**src/rtl/axi_interconnect_pkg.sv**
```systemverilog
// Shared definitions for the AXI interconnect crossbar.
//   ARB_NUM_DEFAULT : default number of requesters per arbiter
//   ARB_IDX_W()     : index width for a given requester count (clog2 wrapper, minimum 1)
//   arb_idx_t       : arbiter index type at the default size, shared with the crossbar muxes
package axi_interconnect_pkg;

  localparam int unsigned ARB_NUM_DEFAULT = 8;

  function automatic int unsigned ARB_IDX_W(input int unsigned n);
    return (n < 2) ? 1 : $clog2(n);
  endfunction

  typedef logic [$clog2(ARB_NUM_DEFAULT)-1:0] arb_idx_t;

endpackage

```
**src/rtl/axi_interconnect_arbit_rr_pick.sv**
```systemverilog
// Combinational round-robin pick.
// Rotates the request vector so that the user after last_user lands at bit 0, runs a
// fixed-priority find-first-one, then maps the position back to an absolute index.
//   user_req     in  NUM    request vector
//   last_user    in  WIDTH  previous winner (lowest priority this round)
//   current_user out WIDTH  winner index; equals last_user when nobody requests
//   grant_vld    out 1      any request present
module axi_interconnect_arbit_rr_pick
  import axi_interconnect_pkg::*;
#(
  parameter int unsigned NUM = ARB_NUM_DEFAULT,
  localparam int unsigned WIDTH = ARB_IDX_W(NUM)
) (
  input  logic [NUM-1:0]   user_req,
  input  logic [WIDTH-1:0] last_user,
  output logic [WIDTH-1:0] current_user,
  output logic             grant_vld
);

  localparam logic [WIDTH:0] NumW  = (WIDTH+1)'(NUM);
  localparam logic [WIDTH:0] NumM1 = (WIDTH+1)'(NUM - 1);

  logic [WIDTH:0]   start;
  logic [WIDTH:0]   ffo;
  logic [WIDTH:0]   sum;
  logic [NUM-1:0]   rot;

  always_comb begin
    // An out-of-range last_user (non power-of-2 NUM) restarts the search at index 0.
    if ({1'b0, last_user} >= NumM1) begin
      start = '0;
    end else begin
      start = {1'b0, last_user} + (WIDTH+1)'(1);
    end

    rot = '0;
    for (int unsigned i = 0; i < NUM; i++) begin
      rot[i] = user_req[WIDTH'((int'(start) + i) % NUM)];
    end

    // Scan downwards so the lowest set position wins.
    ffo = '0;
    for (int i = int'(NUM) - 1; i >= 0; i--) begin
      if (rot[i]) begin
        ffo = (WIDTH+1)'(i);
      end
    end

    sum = start + ffo;
    if (sum >= NumW) begin
      sum = sum - NumW;
    end

    grant_vld    = |user_req;
    current_user = grant_vld ? sum[WIDTH-1:0] : last_user;
  end

endmodule

```
**src/rtl/axi_interconnect_crossbar_arbit_polling.sv**
```systemverilog
// Round-robin (polling) arbiter, one per slave-side crossbar channel.
// Zero-latency combinational grant plus a registered copy of the last winner.
//   clk_sys       in  1      system clock
//   rst_n         in  1      asynchronous active-low reset
//   user_req      in  NUM    request vector
//   last_user     in  WIDTH  previous winner supplied by the owner
//   current_user  out WIDTH  combinational winner index
//   grant_vld     out 1      combinational, =|user_req
//   grant_onehot  out NUM    one-hot of current_user, zero when grant_vld=0
//   last_grant_q  out WIDTH  winner of the most recent cycle with grant_vld=1
// Optional macro ARBIT_POLLING_CHECK_EN adds simulation-only consistency checks.
module axi_interconnect_crossbar_arbit_polling
  import axi_interconnect_pkg::*;
#(
  parameter int unsigned NUM = ARB_NUM_DEFAULT,
  localparam int unsigned WIDTH = ARB_IDX_W(NUM)
) (
  input  logic             clk_sys,
  input  logic             rst_n,
  input  logic [NUM-1:0]   user_req,
  input  logic [WIDTH-1:0] last_user,
  output logic [WIDTH-1:0] current_user,
  output logic             grant_vld,
  output logic [NUM-1:0]   grant_onehot,
  output logic [WIDTH-1:0] last_grant_q
);

  axi_interconnect_arbit_rr_pick #(
    .NUM (NUM)
  ) u_pick (
    .user_req     (user_req),
    .last_user    (last_user),
    .current_user (current_user),
    .grant_vld    (grant_vld)
  );

  always_comb begin
    grant_onehot = '0;
    if (grant_vld) begin
      grant_onehot = {{(NUM-1){1'b0}}, 1'b1} << current_user;
    end
  end

  always_ff @(posedge clk_sys or negedge rst_n) begin
    if (!rst_n) begin
      last_grant_q <= '0;
    end else if (grant_vld) begin
      last_grant_q <= current_user;
    end
  end

`ifdef ARBIT_POLLING_CHECK_EN
  always @(posedge clk_sys) begin
    if (rst_n) begin
      if (grant_vld && !user_req[current_user]) begin
        $error("%0t: arbiter granted non-requesting user %0d", $time, current_user);
      end
      if ((grant_onehot & (grant_onehot - 1'b1)) != '0) begin
        $error("%0t: arbiter grant_onehot not one-hot: %h", $time, grant_onehot);
      end
      if (grant_vld) begin
        int unsigned s;
        int unsigned p;
        s = (int'(last_user) >= int'(NUM) - 1) ? 0 : int'(last_user) + 1;
        for (int unsigned k = 0; k < NUM; k++) begin
          p = (s + k) % NUM;
          if (p == int'(current_user)) break;
          if (user_req[WIDTH'(p)]) begin
            $error("%0t: arbiter skipped requester %0d before %0d", $time, p, current_user);
          end
        end
      end
    end
  end
`endif

endmodule

```
**config.mk**
```make
export PLATFORM = sky130hd
export DESIGN_NAME = axi_interconnect_crossbar_arbit_polling
export DESIGN_NICKNAME = d
export VERILOG_FILES = /design/src/rtl/axi_interconnect_pkg.sv /design/src/rtl/axi_interconnect_arbit_rr_pick.sv /design/src/rtl/axi_interconnect_crossbar_arbit_polling.sv
export SDC_FILE = /design/constraint.sdc
export NUM_CORES = 1
export LEC_CHECK = 0
export CAP_MARGIN = 20
export CORE_MARGIN = 1.5
export CORE_UTILIZATION = 46
export CTS_CLUSTER_SIZE = 30
export DETAILED_ROUTE_END_ITERATION = 10
export PLACE_DENSITY = 0.79
export SLEW_MARGIN = 15
export SYNTH_ARGS = -nofsm -noshare
export SYNTH_HDL_FRONTEND = slang
export SYNTH_HIERARCHICAL = 1
export SYNTH_SLANG_ARGS = --single-unit
```
**constraint.sdc**
```tcl
create_clock -name clk_sys -period 6.55 [get_ports clk_sys]
set_clock_uncertainty 0.15 [all_clocks]
set_input_delay 0.655 -clock clk_sys [delete_from_list [all_inputs] [get_ports clk_sys]]
set_output_delay 0.655 -clock clk_sys [all_outputs]
set_load 0.02 [all_outputs]
```
==> impl_results.md, run 1 <==
* Overall routing resource usage at 22.3%
* Antenna-violating nets left at 0
* Clock Pin Slew Worst Setup and Hold Paths at 30 ps
* Core footprint at 1780 um2
* Period minus WS final at 6330 ps
* Row count at 15
* CTS tree: yes
* Highest clock rate at 0.158 GHz
* Detail Placement HPWL at 1.85 mm
* Most common cell after layout, fill and taps aside: clkdlybuf4s50_1
* Chip Height at 47.2 um
* Post-Syn Area at 898 um2
* Number of diodes at 0
* Layout cell share with drive strength beyond 1 at 21.3%
* DR WL/cell at 14.8 um
* Worst hold stages at 1
* First-pass GRT wire length at 3.49 mm
* Outcome: finished clean
* Vias at 873
* Residual DRC at 0
* YS warnings at 6
* Fin nets at 147
* Register bit total from synthesis at 3
* Pwr per Cell Area at 258 nW/um2
* Synth unique cells at 43
* Critical Path RT at 5740 ps
* RSZ-0062 raised after global routing: no
* Avg Vias per Cell at 5.74
* Top reg by flops: last_grant_q
* Slew headroom at 63.2%
* Crit path max fanout at 10
* Post CTS Setup Buffer Count at 0
* TritonCTS Sinks at 3
* Final setup vio count at 0
* WL final at 2.25 mm
* Max reg flops at 3
* Synth Area per Inst at 9.76 um2
* Post-synth net total at 111
* RR Endpoint: last_grant_q[0]
* Die footprint at 2230 um2
* Final Util at 70.2%
* Chip Width at 47.2 um
* Vias in the first global route at 793
* Gr ovfl total at 0
* 1st-iter DRT viols at 29
* Reg2Reg Depth at 1
* Placed Instances at 148
* Layout area overhead at 39.3%
* Top Registers: last_grant_q (3)
* CP startpoint kind: input port
* Max VDD drop at 203 uV
* Sequential area share after synthesis at 8.36%
* Actual slew at the worst max-slew pin at 550 ps
* Deepest clock path buffer count at 2
* Lkg Pwr at 0.579 nW
* Synth Instances at 92
* Input/output buffers at 27
* Max-cap violation count at 0
* Fill cell count at 144
* Crit-path cells: clkdlybuf4s50_1 -> ha_1 -> ha_1 -> nor2b_1 -> and2_4 -> inv_2 -> ha_1 -> xor2_1 -> mux2_2 -> o22ai_1 -> a21o_1 -> a21boi_1 -> ha_1 -> fa_1 -> xnor2_1 -> nand2b_1 -> o32a_1 -> o211a_1 -> and4bb_2 -> clkdlybuf4s50_1
* Crit share post-route at 96.6%
* Crit. End Element: output port
* Worst r2r src: last_grant_q[0]
* Launch point of the worst path: last_user[0]
* Antenna violations before repair at 0
* Kind of critical path: input port to output port
* Multi-input gate area at 790 um2
* H-tree depth at 1
* Slowest cell delay on critical path at 600 ps
* Worst-Skew Late Latency at 230 ps
* FF/Latch Area at 75.1 um2
* Hold_sp: last_grant_q[1]
* Final hold vios at 0
* Hold EP: last_grant_q[1]
* Num CTS Buffers at 3
* Total negative slack at 0 ps
* Critical-path top delay cell: clkdlybuf4s50_1
* Most used cell, CP: ha_1
* Largest net degree at the start of global routing at 17
* Worst hold path type: flop to flop
* IO Count at 28
* Starting density of the core at 50.4%
* Non-Filler Instances at 152
* R2R Setup Slk at 5630 ps
* Most frequent cells in the layout: clkdlybuf4s50_1 (26), mux2i_1 (18), nand2_1 (6), buf_4 (6), ha_1 (5)
* Routability congestion estimate from global placement at 0.840
* Drt first pass iters at 4
* Root Driver: clkbuf_4
* Pins over their slew limit at 0
* CP arrival at 5520 ps
-- synthesized netlist by cell type (all sizes together) --
library cell | n | area share, %
mux2i | 18 | 20
nand2 | 7 | 3.8
mux2 | 6 | 8.4
ha | 5 | 7.0
and4b | 4 | 4.5
a21oi | 3 | 1.7
a31oi | 3 | 2.8
and4bb | 3 | 4.2
dfrtp | 3 | 8.4
inv | 3 | 1.3
nand3 | 3 | 1.7
xor2 | 3 | 3.8
a21boi | 2 | 1.7
buf | 2 | 2.5
mux4 | 2 | 5.4
nand2b | 2 | 1.4
nor2b | 2 | 1.4
nor4 | 2 | 1.4
o21ai | 2 | 1.1
a211oi | 1 | 0.84
a21bo | 1 | 1.1
a21o | 1 | 0.84
a22o | 1 | 0.98
and2 | 1 | 0.98
and3 | 1 | 0.70
and4 | 1 | 0.98
fa | 1 | 2.2
nor2 | 1 | 1.3
nor4b | 1 | 1.7
o211a | 1 | 1.1
o211ai | 1 | 0.84
o21bai | 1 | 0.84
o22ai | 1 | 0.70
o32a | 1 | 1.1
or3 | 1 | 0.70
xnor2 | 1 | 0.98
-- metrics by stage --
step / setup WS (ps) / area, um2 / power (W) / hold WS (ps)
detailed placement: 198 / 1220 / 0.000291 / 351
floorplan: 1150 / 898 / 0.000193 / 209
CTS: 200 / 1250 / 0.000326 / 358
global route: 20.1 / 1250 / 0.000343 / 366
global placement: 298 / 1220 / 0.000285 / 338
finish: 223 / 1250 / 0.000322 / 353
-- report_power, final --
group | internal [W] | switching [W]
clock network | 0.0000228 | 0.00000924
logic | 0.000131 | 0.000129
registers | 0.0000267 | 0.00000394
total | 0.000180 | 0.000142
-- layout make-up --
cell class / count / share of cell area [%]
Inverter: 3 / 0.900
Sequential cell: 3 / 6.00
Multi-Input combinational cell: 84 / 63.1
Timing Repair Buffer: 33 / 25.4
Tap cell: 25 / 2.50
Clock buffer: 4 / 2.10
-- critical path, delay by kind of cell --
| kind | cells | cell delay (ps) |
|---|---|---|
| adders and majority gates | 5 | 1190 |
| buffers and inverters | 3 | 1100 |
| and+or+nand+nor | 4 | 910 |
| AOI/OAI and AO/OA | 5 | 880 |
| xor gates and xnor gates | 2 | 400 |
| muxes | 1 | 400 |
-- routing by layer --
layer / global-route usage (%) / vias to the layer above / part of all wire, %
li1: - / 434 / -
met1: 30.2 / 421 / 48
met2: 37.3 / 18 / 50
met3: 2.31 / 0 / 2.8
met4: 6.67 / 0 / 0
met5: 0 / - / 0
-- logic make-up after synthesis --
logic type / after synthesis / synth area share (%)
XOR/XNOR: 4 / 4.74
AO/OA/AOI/OAI: 19 / 15.6
adder cells (fa/ha/maj): 6 / 9.19
AND/OR/NAND/NOR: 29 / 24.5
buffers and inverters: 5 / 3.76
flip-flops: 3 / 8.36
multiplexers: 26 / 33.8
-- timing repair --
action | 4_1_cts | 5_1_grt
gates resized for setup | 0 | 1
hold buffers | 0 | 0
setup endpoints to repair | 0 | 1
-- worst max-delay path by stage --
stage,slack [ps],end
6_report,220,grant_onehot[1]
5_1_grt,20,grant_onehot[1]
4_1_cts,200,grant_onehot[0]
3_5_place_dp,200,grant_onehot[0]
3_3_place_gp,300,grant_onehot[0]
2_1_floorplan,1150,grant_onehot[0]
Power figures use the tool's default switching activity.
==> run 2, diff against run 1 <==
--- a/config.mk
+++ b/config.mk
@@ -10,6 +10,7 @@
 export CORE_UTILIZATION = 46
 export CTS_CLUSTER_SIZE = 30
 export DETAILED_ROUTE_END_ITERATION = 10
+export MAX_ROUTING_LAYER = met4
 export PLACE_DENSITY = 0.79
 export SLEW_MARGIN = 15
 export SYNTH_ARGS = -nofsm -noshare
==> impl_results.md, run 2 (synthesis results as in run 1) <==
* Most frequent cells in the layout: clkdlybuf4s50_1 (26), mux2i_1 (18), nand2_1 (6), buf_4 (6), ha_1 (5)
* Antenna-violating nets left at 0 (unchanged)
* Lkg Pwr at 0.579 nW (unchanged)
* Number of diodes at 0 (unchanged)
* Detail Placement HPWL at 1.85 mm (unchanged)
* Residual DRC at 0 (unchanged)
* Critical Path RT at 5740 ps (about the same)
* Num CTS Buffers at 3 (unchanged)
* Final Instance Area at 1250 um2 (unchanged)
* Die footprint at 2230 um2 (unchanged)
* Hold_sp: last_grant_q[1]
* Hold_ws at 353 ps (unchanged)
* Largest net degree at the start of global routing at 17 (unchanged)
* Deepest clock path buffer count at 2 (unchanged)
* Worst-Skew Late Latency at 230 ps (about the same)
* Crit. End Element: output port
* Setup WS pre-CTS at 198 ps (unchanged)
* CP startpoint kind: input port
* Vias at 873 (unchanged)
* Final setup vio count at 0 (unchanged)
* Top reg by flops: last_grant_q
* Critical-path top delay cell: clkdlybuf4s50_1
* R2R Setup Slk at 5630 ps (about the same)
* Core footprint at 1780 um2 (unchanged)
* 1st-iter DRT viols at 29 (unchanged)
* WP buf/inv at 3 (unchanged)
* Worst hold stages at 1 (unchanged)
* Final Util at 70.2% (unchanged)
* TritonCTS Sinks at 3 (unchanged)
* Top Registers: last_grant_q (3)
* Gr ovfl total at 0 (unchanged)
* Row count at 15 (unchanged)
* Max VDD drop at 203 uV (unchanged)
* Slew headroom at 63.2% (unchanged)
* Drt first pass iters at 4 (unchanged)
* WL final at 2.25 mm (unchanged)
* Chip Height at 47.2 um (unchanged)
* Vias in the first global route at 792 (-0.13%)
* Kind of critical path: input port to output port
* Crit share post-route at 96.6% (about the same)
* Pins over their slew limit at 0 (unchanged)
* Outcome: finished clean
* Layout area overhead at 39.3% (unchanged)
* Placed cell area at 1220 um2 (unchanged)
* Most used cell, CP: ha_1
* First-pass GRT wire length at 3.50 mm (+0.20%)
* Input/output buffers at 27 (unchanged)
* Overall routing resource usage at 23.0% (+0.72 points)
* Crit-path cells: clkdlybuf4s50_1 -> ha_1 -> ha_1 -> nor2b_1 -> and2_4 -> inv_2 -> ha_1 -> xor2_1 -> mux2_2 -> o22ai_1 -> a21o_1 -> a21boi_1 -> ha_1 -> fa_1 -> xnor2_1 -> nand2b_1 -> o32a_1 -> o211a_1 -> and4bb_2 -> clkdlybuf4s50_1
* Pwr per Cell Area at 258 nW/um2 (about the same)
* Crit path max fanout at 10 (unchanged)
* Post CTS Setup Buffer Count at 0 (unchanged)
* Fin nets at 147 (unchanged)
* Final WS setup at 223 ps (-0.0710 ps)
* Hold_buf cts at 0 (unchanged)
* RR Endpoint: last_grant_q[0]
* Max reg flops at 3 (unchanged)
* Reg2Reg Depth at 1 (unchanged)
* Chip Width at 47.2 um (unchanged)
* Routability congestion estimate from global placement at 0.853 (+1.6%)
* DR WL/cell at 14.8 um (unchanged)
* Starting density of the core at 50.4% (unchanged)
* Avg Vias per Cell at 5.74 (unchanged)
* Most common cell after layout, fill and taps aside: clkdlybuf4s50_1
* Hold EP: last_grant_q[1]
* Final hold vios at 0 (unchanged)
* Highest clock rate at 0.158 GHz (about the same)
* Total negative slack at 0 ps (unchanged)
* Actual slew at the worst max-slew pin at 550 ps (unchanged)
* H-tree depth at 1 (unchanged)
* RSZ-0062 raised after global routing: no
* Clock Pin Slew Worst Setup and Hold Paths at 30 ps (about the same)
* Slowest cell delay on critical path at 600 ps (about the same)
* Worst hold path type: flop to flop
* Antenna violations before repair at 0 (unchanged)
* Layout cell share with drive strength beyond 1 at 21.3% (unchanged)
* Max-cap violation count at 0 (unchanged)
* IO Count at 28 (unchanged)
* CTS tree: yes
* Worst r2r src: last_grant_q[0]
* CP delay by family, top: adder cells
* Root Driver: clkbuf_4
* CP arrival at 5520 ps (about the same)
* Period minus WS final at 6330 ps (+0.0710 ps)
run 2: how the worst max path moves through the flow:
stage            startpoint               to  slack (ps)  cells after the start
3_3_place_gp   last_user[0]  grant_onehot[0]         300                     20
4_1_cts        last_user[0]  grant_onehot[0]         200                     20
2_1_floorplan  last_user[0]  grant_onehot[0]        1150                     18
5_1_grt        last_user[0]  grant_onehot[1]          20                     20
6_report       last_user[0]  grant_onehot[1]         220                     20
3_5_place_dp   last_user[0]  grant_onehot[0]         200                     20
run 2: layout make-up:
class	count	area, um2
Fill cell	144	532
Clock buffer	4	26.3
Multi-Input combinational cell	84	790
Sequential cell	3	75.1
Timing Repair Buffer	33	318
Tap cell	25	31.3
Inverter	3	11.3
run 2: what timing repair did:
item | in CTS | in global routing
endpoints found under the hold margin | 0 | 0
gates resized for setup | 0 | 1
endpoints found under the setup margin | 0 | 1
run 2: per-layer routing:
layer  routed length [um]  vias up  track usage [%]
met5                    0        -                -
met3                   64        0             2.31
li1                     -      434                -
met2                 1120       18             37.3
met1                 1070      421             30.2
met4                    0        0             6.67
run 2: report_power, final:
group | internal [W] | switching (W) | total (W)
Sequential | 0.0000267 | 0.00000394 | 0.0000306
Combinational | 0.000131 | 0.000129 | 0.000260
Clock | 0.0000228 | 0.00000924 | 0.0000321
run 2: stage by stage:
step                power, W  instances
finish              0.000322        152
global route        0.000343        152
CTS                 0.000326        152
detailed placement  0.000291        148
global placement    0.000285        148
floorplan           0.000193         92
